===== src/rtl/alarm_clock_multi.sv =====
// Time-of-day core with N programmable alarm slots, ring timeout and snooze.
// Commands are one-cycle pulses; tick is a one-cycle 1 Hz enable.
module alarm_clock_multi #(
    parameter int unsigned N_ALARM    = 4,
    parameter int unsigned H_MOD      = 24,
    parameter int unsigned M_MOD      = 60,
    parameter int unsigned S_MOD      = 60,
    parameter int unsigned RING_LEN   = 30,
    parameter int unsigned SNOOZE_LEN = 300,
    localparam int unsigned IW = (N_ALARM > 1) ? $clog2(N_ALARM) : 1
) (
    input  logic          clk,
    input  logic          reset,
    input  logic          tick,
    input  logic          en,
    input  logic          set_time,
    input  logic          wr_alarm,
    input  logic [IW-1:0] alarm_idx,
    input  logic          alarm_en_in,
    input  logic [5:0]    in_h,
    input  logic [5:0]    in_m,
    input  logic [5:0]    in_s,
    input  logic          stop,
    input  logic          snooze,
    output logic [5:0]    out_h,
    output logic [5:0]    out_m,
    output logic [5:0]    out_s,
    output logic [N_ALARM-1:0] alarm_on,
    output logic          alarming,
    output logic          snoozing,
    output logic [IW-1:0] ring_idx,
    output logic          err
);

    localparam int unsigned RW = $clog2(RING_LEN + 1);
    localparam int unsigned SW = $clog2(SNOOZE_LEN + 1);

    typedef enum logic [1:0] {
        IDLE    = 2'd0,
        RINGING = 2'd1,
        SNOOZED = 2'd2
    } state_t;

    state_t        state, state_next;
    logic [RW-1:0] ring_cnt, ring_cnt_next;
    logic [SW-1:0] snz_cnt, snz_cnt_next;
    logic [IW-1:0] ring_idx_next;

    logic [5:0] slot_h [N_ALARM];
    logic [5:0] slot_m [N_ALARM];
    logic [5:0] slot_s [N_ALARM];

    logic          tick_run, adv, match_pending;
    logic          time_ok, wr_ok, kill;
    logic          s_wrap, m_wrap, h_wrap;
    logic          hit;
    logic [IW-1:0] hit_idx;

    // Input range checks shared by set_time and wr_alarm
    always_comb begin
        time_ok = ({1'b0, in_h} < 7'(H_MOD)) &&
                  ({1'b0, in_m} < 7'(M_MOD)) &&
                  ({1'b0, in_s} < 7'(S_MOD));
        wr_ok   = time_ok && (32'(alarm_idx) < N_ALARM);
    end

    assign tick_run = tick & en;
    assign adv      = tick_run & ~set_time;
    assign s_wrap   = (out_s == 6'(S_MOD - 1));
    assign m_wrap   = (out_m == 6'(M_MOD - 1));
    assign h_wrap   = (out_h == 6'(H_MOD - 1));
    // A valid write that disables the active slot aborts ring/snooze
    assign kill     = wr_alarm & wr_ok & ~alarm_en_in & (alarm_idx == ring_idx);

    // Timekeeping, error pulse and match-evaluation strobe
    always_ff @(posedge clk or negedge reset) begin
        if (!reset) begin
            out_h         <= '0;
            out_m         <= '0;
            out_s         <= '0;
            match_pending <= 1'b0;
            err           <= 1'b0;
        end else begin
            err           <= (set_time & ~time_ok) | (wr_alarm & ~wr_ok);
            match_pending <= adv;
            if (set_time) begin
                if (time_ok) begin
                    out_h <= in_h;
                    out_m <= in_m;
                    out_s <= in_s;
                end
            end else if (adv) begin
                out_s <= s_wrap ? 6'd0 : out_s + 6'd1;
                if (s_wrap) begin
                    out_m <= m_wrap ? 6'd0 : out_m + 6'd1;
                    if (m_wrap) begin
                        out_h <= h_wrap ? 6'd0 : out_h + 6'd1;
                    end
                end
            end
        end
    end

    // Alarm slot table
    always_ff @(posedge clk or negedge reset) begin
        if (!reset) begin
            alarm_on <= '0;
            for (int i = 0; i < int'(N_ALARM); i++) begin
                slot_h[i] <= '0;
                slot_m[i] <= '0;
                slot_s[i] <= '0;
            end
        end else if (wr_alarm && wr_ok) begin
            slot_h[alarm_idx]   <= in_h;
            slot_m[alarm_idx]   <= in_m;
            slot_s[alarm_idx]   <= in_s;
            alarm_on[alarm_idx] <= alarm_en_in;
        end
    end

    // Descending scan so the lowest matching index wins
    always_comb begin
        hit     = 1'b0;
        hit_idx = '0;
        for (int i = int'(N_ALARM) - 1; i >= 0; i--) begin
            if (alarm_on[i] && slot_h[i] == out_h &&
                slot_m[i] == out_m && slot_s[i] == out_s) begin
                hit     = 1'b1;
                hit_idx = IW'(i);
            end
        end
    end

    always_ff @(posedge clk or negedge reset) begin
        if (!reset) begin
            state    <= IDLE;
            ring_cnt <= '0;
            snz_cnt  <= '0;
            ring_idx <= '0;
            alarming <= 1'b0;
            snoozing <= 1'b0;
        end else begin
            state    <= state_next;
            ring_cnt <= ring_cnt_next;
            snz_cnt  <= snz_cnt_next;
            ring_idx <= ring_idx_next;
            alarming <= (state_next == RINGING);
            snoozing <= (state_next == SNOOZED);
        end
    end

    always_comb begin
        state_next    = state;
        ring_cnt_next = ring_cnt;
        snz_cnt_next  = snz_cnt;
        ring_idx_next = ring_idx;
        case (state)
            IDLE: begin
                if (match_pending && hit) begin
                    state_next    = RINGING;
                    ring_idx_next = hit_idx;
                    ring_cnt_next = RW'(RING_LEN);
                end
            end
            RINGING: begin
                if (stop || kill) begin
                    state_next = IDLE;
                end else if (snooze) begin
                    state_next   = SNOOZED;
                    snz_cnt_next = SW'(SNOOZE_LEN);
                end else if (tick_run && ring_cnt != '0) begin
                    ring_cnt_next = ring_cnt - RW'(1);
                    if (ring_cnt == RW'(1)) begin
                        state_next = IDLE;
                    end
                end
            end
            SNOOZED: begin
                if (stop || kill) begin
                    state_next = IDLE;
                end else if (tick_run && snz_cnt != '0) begin
                    snz_cnt_next = snz_cnt - SW'(1);
                    if (snz_cnt == SW'(1)) begin
                        state_next    = RINGING;
                        ring_cnt_next = RW'(RING_LEN);
                    end
                end
            end
            default: state_next = IDLE;
        endcase
    end

endmodule

===== config.mk =====
export PLATFORM = sky130hd
export DESIGN_NAME = alarm_clock_multi
export DESIGN_NICKNAME = d
export VERILOG_FILES = /design/src/rtl/alarm_clock_multi.sv
export SDC_FILE = /design/constraint.sdc
export NUM_CORES = 1
export LEC_CHECK = 0
export ABC_AREA = 1
export BUFFER_PORTS_ARGS = -buffer_cell sky130_fd_sc_hd__buf_2
export CAP_MARGIN = 10
export CORE_ASPECT_RATIO = 1.4
export CORE_MARGIN = 2
export CORE_UTILIZATION = 51
export DETAILED_ROUTE_END_ITERATION = 10
export MAX_ROUTING_LAYER = met4
export PLACE_DENSITY = 0.74
export RECOVER_POWER = 100
export SYNTH_ARGS = -nofsm -noshare
export SYNTH_HDL_FRONTEND = slang
export SYNTH_SLANG_ARGS = --single-unit

===== constraint.sdc =====
create_clock -name clk -period 1.4 [get_ports clk]
set_input_delay 0.07 -clock clk [delete_from_list [all_inputs] [get_ports clk]]
set_output_delay 0.07 -clock clk [all_outputs]
set_load 0.02 [all_outputs]

==> results.rst, run 1 <==
.. list-table::
   :header-rows: 1

   * - Metric
     - Value
   * - Clock Pin Slew Worst Setup and Hold Paths
     - 0.06 ns
   * - Run status
     - complete, but fails checks
   * - Final Wtd Congestion
     - 1.08
   * - Starting density of the core
     - 52.3%
   * - Number of warnings reported in the yosys synthesis log
     - 0
   * - Worst-case vdd ir drop
     - 0.864 mV
   * - Simple-gate portion of the synthesized area
     - 33.4%
   * - Setup TNS
     - -10.78 ns
   * - I/O pin count
     - 56
   * - Flip-flop and latch count after synthesis
     - 116
   * - CP arrival
     - 2.15 ns
   * - Residual antenna-violating net count after detailed routing
     - 0
   * - Seq/Total Area, Yosys
     - 41.3%
   * - Number of CTS-inserted buffers
     - 17
   * - Pwr/cell area
     - 1550 nW/um2
   * - I/O Buffers
     - 55
   * - Vias
     - 8184
   * - Largest net degree at the start of global routing
     - 50
   * - Total wirelength of the detailed-routed design
     - 27100 um
   * - Number of nets at the end of the flow
     - 1341
   * - Share of the clock period used by the worst path after layout
     - 131%
   * - Count of endpoints failing hold in the final timing report
     - 0
   * - Startpoint kind of the worst setup timing path
     - register
   * - Final setup violation count
     - 39
   * - DRC violations left
     - 0
   * - Worst Setup Slack, final
     - -0.436 ns
   * - XOR/XNOR Fraction of Synth Area
     - 2.36%
   * - Highest net fanout along the worst path
     - 6
   * - Combined area of all synthesized cells
     - 7040 um2
   * - Failing checks
     - negative setup slack
   * - Clock root buffer master
     - clkbuf_16
   * - Filler Cells Inserted
     - 996
   * - Maximum level of the CTS H-tree
     - 4
   * - Fraction of synthesized area in multiplexers
     - 0%
   * - Height of the die
     - 143 um
   * - Arithmetic-cell share of the synthesized area counting full adders, half adders and majority gates
     - 1.60%
   * - Avg Cell Area, Syn
     - 6.82 um2
   * - TritonCTS clock tree
     - done
   * - Max-cap viol count
     - 0
   * - RSZ-0062 raised after global routing
     - yes
   * - Compound-Gate Fraction of Synth Area
     - 11.9%
   * - Overflow left after global routing
     - 0
   * - Initial DRC count
     - 665
   * - Syn Nets
     - 1070
   * - Distinct cell type count of the synthesized netlist
     - 41
   * - DP HPWL
     - 17900 um
   * - First-pass GRT wire length
     - 39700 um
   * - CTS max path bufs
     - 2
   * - Total leakage power
     - 5.38 nW
   * - Die area
     - 14800 um2
   * - Wirelength per Cell
     - 18.1 um
   * - Number of sinks driven by the clock tree
     - 116
   * - Minimum period implied by the final worst setup slack
     - 1.84 ns
   * - Ant diodes
     - 0
   * - Worst Setup Path Type
     - register to register
   * - Top achievable clock speed
     - 0.545 GHz
   * - Layout Area Growth over Synthesis
     - 48.3%
   * - GRT Resource Usage Total
     - 37.3%
   * - Required time of the critical path
     - 1.72 ns
   * - Fraction of final layout cells sized beyond drive strength 1
     - 34.2%
   * - Main combinational cell family by area after synthesis
     - simple AND/OR/NAND/NOR gates
   * - Crit. End Element
     - register
   * - First-pass iteration count of the detailed router
     - 6
   * - Standard-cell rows
     - 50
   * - Worst hold margin
     - 0.00523 ns
   * - Die W
     - 103 um
   * - Worst skew pair latency
     - 0.43 ns
   * - Tightest Hold Check Type
     - input pin to register
   * - Minimum setup slack among reg-to-reg paths
     - -0.44 ns
   * - Worst slew pin tran
     - 0.980 ns
   * - Average via count per standard cell
     - 5.46
   * - Via count of the first global-routing pass
     - 7790
   * - Rel. slew slack
     - 34.7%
   * - Worst setup skew after layout
     - 0.0107 ns
   * - Core box area
     - 13500 um2
   * - Final-report max-slew violation count
     - 0
   * - Initial antenna violation count
     - 0
   * - Cell count after synthesis
     - 1032
-- worst max-delay path: stages (launching register included) --
cell     delay (ns)
dfrtp_1        0.39
nor2_1         0.16
nand2_2        0.11
nor2_4         0.15
nand3_1        0.14
nor2_4         0.15
nor2_4         0.06
a21oi_1        0.14
nand2_1        0.09
inv_2          0.13
nand2_4        0.09
nand2_1        0.06
nand2_1        0.05
-- cell usage after synthesis --
cell      number  area share, %
nand2_1      381             20
inv_1        132            7.0
dfrtp_1      116             41
o21ai_0      101            7.2
nor2_1        95            5.1
nand3_1       34            2.4
a21oi_1       16            1.1
clkbuf_1      14           0.75
nand4_1       14            1.2
inv_2         12           0.64
xor2_1        12            1.5
o21ai_1       11           0.78
o22ai_1       11           0.98
ha_1           9            1.6
nor3_1         8           0.57
o211ai_1       7           0.75
xnor2_1        7           0.87
nand3_2        6           0.85
buf_4          5           0.53
nand3b_1       5           0.53
or2_2          5           0.44
buf_2          4           0.28
nand2_4        3           0.48
nor2_2         3           0.27
or2_1          3           0.27
nor3b_1        2           0.21
o21bai_4       2           0.53
a21boi_1       1           0.11
a21o_1         1           0.11
a22oi_1        1           0.11
a32o_1         1           0.14
and2_1         1          0.089
and3_1         1          0.089
buf_6          1           0.16
clkinv_1       1          0.053
nand2_2        1          0.089
nand2b_1       1          0.089
nor2_4         1           0.16
nor4_1         1          0.089
o41ai_1        1           0.12
or2_0          1          0.089
-- sequential cells by signal, indices dropped and copies added, names as in the netlist --
signal / cells
slot_s: 24
out_s: 6
alarm_on: 4
state: 2
out_h: 6
match_pending: 1
err: 1
out_m: 6
ring_idx: 2
ring_cnt: 5
slot_h: 24
snoozing: 1
slot_m: 24
snz_cnt: 9
alarming: 1
-- metal layers --
metal  track usage, %  wire [um]  vias to the layer above
met2             62.3      13600                      432
met5                -          0                        -
met1             41.1       9750                     3807
li1                 -          -                     3793
met3             7.00       1710                      152
met4             21.2       1960                        0
-- cell families after synthesis --
family / after synthesis
xor+xnor: 19
buf+inv: 169
fa+ha+maj: 9
simple gates: 566
compound gates: 153
flops: 116
-- worst paths after layout --
path                       startpoint          end  cells after the start
setup / recovery           snz_cnt[7]  ring_cnt[4]                     12
hold / removal                in_h[4]   slot_h[10]                      3
setup reg to reg           snz_cnt[7]  ring_cnt[4]                     12
hold reg to reg            slot_s[16]   slot_s[16]                      2
max in group asynchronous       reset     out_s[2]                      3
min in group asynchronous       reset    slot_h[6]                      3
-- report_power, final --
group | switching, mW | internal [mW] | total [mW]
registers | 0.767 | 4.00 | 4.77
clock network | 1.66 | 3.43 | 5.10
logic | 3.50 | 2.84 | 6.33
-- placed cells by master (no fill, tap or decap), types with 19 or more instances in the layout --
| master | instances |
|---|---|
| buf_2 | 38 |
| buf_4 | 188 |
| buf_6 | 22 |
| dfrtp_1 | 99 |
| inv_1 | 118 |
| nand2_1 | 333 |
| nand2_2 | 39 |
| nand3_1 | 30 |
| nor2_1 | 72 |
| nor2_2 | 19 |
| o21ai_0 | 93 |
-- what timing repair did --
action	in CTS	in global routing
resized for setup	70	104
endpoints found under the hold margin	135	1
pin swaps	27	42
buffers inserted	14	17
cloned	2	1
hold buffers	8	1
setup endpoints to repair	37	41
-- layout make-up --
type | instances | area [um2] | area share, %
clock inverter | 12 | 225 | 2.16
sequential | 116 | 2920 | 28.0
multi-input combinational | 750 | 4020 | 38.5
inverter | 145 | 582 | 5.57
tap | 182 | 228 | 2.18
clock buffer | 20 | 457 | 4.38
timing repair buffer | 273 | 2010 | 19.2
-- per-stage QoR --
step	instances	total power, mW	util (%)	setup slack [ns]	instance area [um2]
after floorplan	1032	7.41	-	-0.160	7150
after global placement	1427	10.0	66.4	-0.408	8930
after detailed placement	1427	10.1	66.4	-0.425	8930
after CTS	1482	15.6	74.6	-0.304	10000
after global routing	1498	17.0	77.6	-0.515	10400
final	1498	16.2	77.6	-0.436	10400
No activity file was read; power rests on OpenSTA's default activity.
==> run 2: changes to the inputs <==
--- a/config.mk
+++ b/config.mk
@@ -5,7 +5,6 @@
 export SDC_FILE = /design/constraint.sdc
 export NUM_CORES = 1
 export LEC_CHECK = 0
-export ABC_AREA = 1
 export BUFFER_PORTS_ARGS = -buffer_cell sky130_fd_sc_hd__buf_2
 export CAP_MARGIN = 10
 export CORE_ASPECT_RATIO = 1.4
@@ -13,8 +12,7 @@
 export CORE_UTILIZATION = 51
 export DETAILED_ROUTE_END_ITERATION = 10
 export MAX_ROUTING_LAYER = met4
-export PLACE_DENSITY = 0.74
-export RECOVER_POWER = 100
+export PLACE_DENSITY = 0.75
 export SYNTH_ARGS = -nofsm -noshare
 export SYNTH_HDL_FRONTEND = slang
 export SYNTH_SLANG_ARGS = --single-unit
==> results.rst, run 2 <==
.. list-table::
   :header-rows: 1

   * - Metric
     - Value
   * - Minimum period implied by the final worst setup slack
     - 2.10 ns (+0.262 ns)
   * - FF-to-FF End
     - ring_cnt[0]
   * - Minimum setup slack among reg-to-reg paths
     - -0.70 ns (-0.26 ns)
   * - Arithmetic-cell share of the synthesized area counting full adders, half adders and majority gates
     - 1.86% (+0.26 points)
   * - Average via count per standard cell
     - 5.97 (+9.3%)
   * - Worst setup skew after layout
     - 0.00596 ns (-0.00475 ns)
   * - Filler Cells Inserted
     - 678 (-32%)
   * - Count of endpoints failing hold in the final timing report
     - 0 (unchanged)
   * - Distinct cell type count of the synthesized netlist
     - 49 (+20%)
   * - Required time of the critical path
     - 1.71 ns (about the same)
   * - Share of the clock period used by the worst path after layout
     - 150% (+19 points)
   * - Simple-gate portion of the synthesized area
     - 13.8% (-20 points)
   * - Final-report max-slew violation count
     - 0 (unchanged)
   * - Max-cap viol count
     - 0 (unchanged)
   * - Top delay family on crit path
     - compound AO/OA/AOI/OAI gates
   * - Post-synth top flop
     - dfrtp_1
   * - Height of the die
     - 133 um (-7.0%)
   * - Number of sinks driven by the clock tree
     - 116 (unchanged)
   * - Total wirelength of the detailed-routed design
     - 20700 um (-24%)
   * - Number of placed instances, taps included
     - 847 (-41%)
   * - Final std cells w/o fill
     - 905 (-40%)
   * - DRC violations left
     - 0 (unchanged)
   * - Avg Cell Area, Syn
     - 11.1 um2 (+63%)
   * - Minimum setup slack after placement
     - -0.581 ns (-0.156 ns)
   * - Largest registers ranked by flip-flop count
     - slot_h x24, slot_m x24, slot_s x24
   * - Largest net degree at the start of global routing
     - 37 (-26%)
   * - Reg2Reg Depth
     - 7 (-5)
   * - Fraction of final layout cells sized beyond drive strength 1
     - 53.8% (+20 points)
   * - Beginning of the worst register-to-register path
     - out_s[3]
   * - Most common cell in the netlist
     - dfrtp_1
   * - Worst skew pair latency
     - 0.42 ns (about the same)
   * - Clock root buffer master
     - clkbuf_16
   * - Library cell occupying the most area in the post-synthesis netlist
     - dfrtp_1
   * - Final setup violation count
     - 37 (-5.1%)
   * - Run status
     - complete, but fails checks
   * - Most frequent cells after synthesis
     - dfrtp_1, mux2_2, xnor2_1
   * - Number of nets at the end of the flow
     - 783 (-42%)
   * - Number of buffers and inverters on the critical path
     - 1 (unchanged)
   * - Total Power
     - 14.4 mW (-11%)
   * - Combined area of all synthesized cells
     - 6060 um2 (-14%)
   * - XOR/XNOR Fraction of Synth Area
     - 11.4% (+9.1 points)
   * - Cell count after synthesis
     - 545 (-47%)
   * - CP arrival
     - 2.40 ns (+0.25 ns)
   * - Tightest Hold Check Type
     - input pin to register
   * - Startpoint kind of the worst setup timing path
     - register
   * - Highest-count cells in the layout ignoring fill and taps
     - buf_4, dfrtp_1, mux2_2, buf_2, xnor2_1
   * - Slowest cell on crit path
     - dfrtp_2
   * - Delay of the slowest critical-path stage
     - 0.46 ns (+0.07 ns)
   * - I/O Buffers
     - 55 (unchanged)
   * - Worst path depth
     - 7 (-5)
   * - Standard-cell rows
     - 47 (-6.0%)
   * - Layout Area Growth over Synthesis
     - 47.5%
   * - Post-route core utilization
     - 76.3% (-1.3 points)
   * - Destination of the critical timing path
     - ring_cnt[0]
   * - Number of flops mapped to enable cells by yosys
     - 0 (unchanged)
   * - Residual antenna-violating net count after detailed routing
     - 0 (unchanged)
   * - Main combinational cell family by area after synthesis
     - multiplexers
   * - Fraction of synthesis flops using an asynchronous set or reset pin
     - 100% (unchanged)
   * - Pwr/cell area
     - 1610 nW/um2 (+3.7%)
   * - CP startpoint
     - out_s[3]
   * - Worst Setup Slack, final
     - -0.698 ns (-0.262 ns)
   * - Number of CTS-inserted buffers
     - 17 (unchanged)
   * - Crit. End Element
     - register
   * - Core box area
     - 11700 um2 (-13%)
   * - Fraction of synthesized area in multiplexers
     - 13.9% (+14 points)
   * - Portion of synthesized cell area occupied by the leading cell type
     - 47.9% (+6.7 points)
   * - GRT Resource Usage Total
     - 33.2% (-4.1 points)
   * - CTS max path bufs
     - 2 (unchanged)
   * - Number of warnings reported in the yosys synthesis log
     - 0 (unchanged)
   * - First-pass GRT wire length
     - 30400 um (-23%)
   * - Worst-case vdd ir drop
     - 0.950 mV (+9.9%)
   * - Seq/Total Area, Yosys
     - 47.9% (+6.7 points)
   * - Top achievable clock speed
     - 0.477 GHz (-13%)
   * - DP HPWL
     - 13200 um (-26%)
   * - Flip-flop and latch count after synthesis
     - 116 (unchanged)
   * - Clock Pin Slew Worst Setup and Hold Paths
     - 0.06 ns (about the same)
   * - Via count of the first global-routing pass
     - 5731 (-26%)
   * - Maximum level of the CTS H-tree
     - 4 (unchanged)
   * - Critical Path, Cell by Cell
     - buf_4, xnor2_2, nand4_1, nor4_2, a32oi_2, a31o_4, a22o_1
   * - RSZ-0062 raised after global routing
     - yes
   * - Overflow left after global routing
     - 0 (unchanged)
   * - Post-DP Area
     - 7660 um2 (-14%)
   * - I/O pin count
     - 56 (unchanged)
   * - Main area contributors after synthesis
     - dfrtp_1, mux2_2, xnor2_1
   * - Worst slew pin tran
     - 0.573 ns (-0.407 ns)
   * - Failing checks
     - negative setup slack
   * - Initial antenna violation count
     - 0 (unchanged)
   * - Vias
     - 5402 (-34%)
   * - Finished Cell Area
     - 8930 um2 (-14%)
   * - Total leakage power
     - 3.99 nW (-26%)
   * - Starting density of the core
     - 51.7% (-0.57 points)
   * - Most common cell after layout, fill and taps aside
     - buf_4
   * - Setup TNS
     - -16.84 ns (-6.05 ns)
   * - First-pass iteration count of the detailed router
     - 5 (-1)
   * - Highest net fanout along the worst path
     - 7 (+1)
   * - Initial DRC count
     - 450 (-32%)
   * - Die area
     - 12800 um2 (-13%)
   * - Compound-Gate Fraction of Synth Area
     - 7.83% (-4.1 points)
   * - Rel. slew slack
     - 60.8% (+26 points)
   * - Hold Path Cell Cnt
     - 3 (unchanged)
   * - Ant diodes
     - 0 (unchanged)
   * - Worst Setup Path Type
     - register to register
   * - Syn Nets
     - 583 (-46%)
   * - Wirelength per Cell
     - 22.9 um (+27%)
   * - Final Wtd Congestion
     - 0.912 (-16%)
   * - Die W
     - 96.1 um (-7.0%)
   * - Worst hold margin
     - 0.0251 ns (+0.0199 ns)
   * - TritonCTS clock tree
     - done
-- run 2: cell count changes in the layout (fill, tap and decap cells not counted), moves of 13 or more --
cell	delta
nand2_2	-32
inv_4	-13
o21ai_0	-92
mux2_2	+52
mux2_4	+18
xnor2_2	+17
nand2_1	-322
xnor2_1	+40
buf_4	-62
buf_2	+14
inv_1	-111
nor2_2	-17
nand3_1	-20
nor2_1	-46
-- run 2: worst min-delay path by stage --
stage	start	to	slack, ns
final	in_m[2]	slot_m[8]	0.03
after global routing	in_m[2]	slot_m[8]	0.04
after CTS	wr_alarm	err	0.008
after detailed placement	reset	snz_cnt[1]	0.04
after global placement	reset	snz_cnt[1]	0.04
after floorplan	reset	alarm_on[0]	-0.23
-- run 2: worst min-delay path, stage by stage --
cell and delay (ns):
buf_2 0.09, buf_4 0.12, mux2_4 0.13
-- run 2: per-layer routing --
| metal | vias to the layer above | track usage (%) | routed length, um |
|---|---|---|---|
| li1 | 2331 | - | - |
| met1 | 2720 | 35.1 | 7560 |
| met4 | 0 | 21.5 | 1370 |
| met3 | 100 | 5.98 | 1110 |
| met2 | 251 | 55.3 | 10700 |
| met5 | - | - | 0 |
-- run 2: layout make-up --
cell class | count | area, um2 | share of cell area, %
Multi-Input combinational cell | 389 | 3520 | 39.5
Tap cell | 147 | 184 | 2.06
Sequential cell | 116 | 2920 | 32.7
Clock buffer | 23 | 468 | 5.24
Clock inverter | 9 | 151 | 1.69
Inverter | 9 | 33.8 | 0.378
Timing Repair Buffer | 212 | 1650 | 18.4
-- run 2: repair_timing --
item | in CTS | in global routing
pin swaps | 37 | 21
endpoints found under the hold margin | 142 | 0
endpoints found under the setup margin | 37 | 39
buffers inserted | 14 | 5
hold buffers | 9 | 0
resized for setup | 76 | 41
-- run 2: cells by family after synthesis --
kind of cell             Yosys count
adder cells (fa/ha/maj)            9
flip-flops                       116
AND/OR/NAND/NOR                  150
XOR/XNOR                          79
multiplexers                      75
buffers and inverters             40
AO/OA/AOI/OAI                     76
-- run 2: power by group --
| part | switching [mW] | total [mW] | leakage [nW] | internal, mW |
|---|---|---|---|---|
| logic | 2.26 | 4.84 | 2.29 | 2.58 |
| clock network | 1.55 | 4.62 | 0.301 | 3.06 |
| registers | 0.847 | 4.92 | 1.40 | 4.07 |
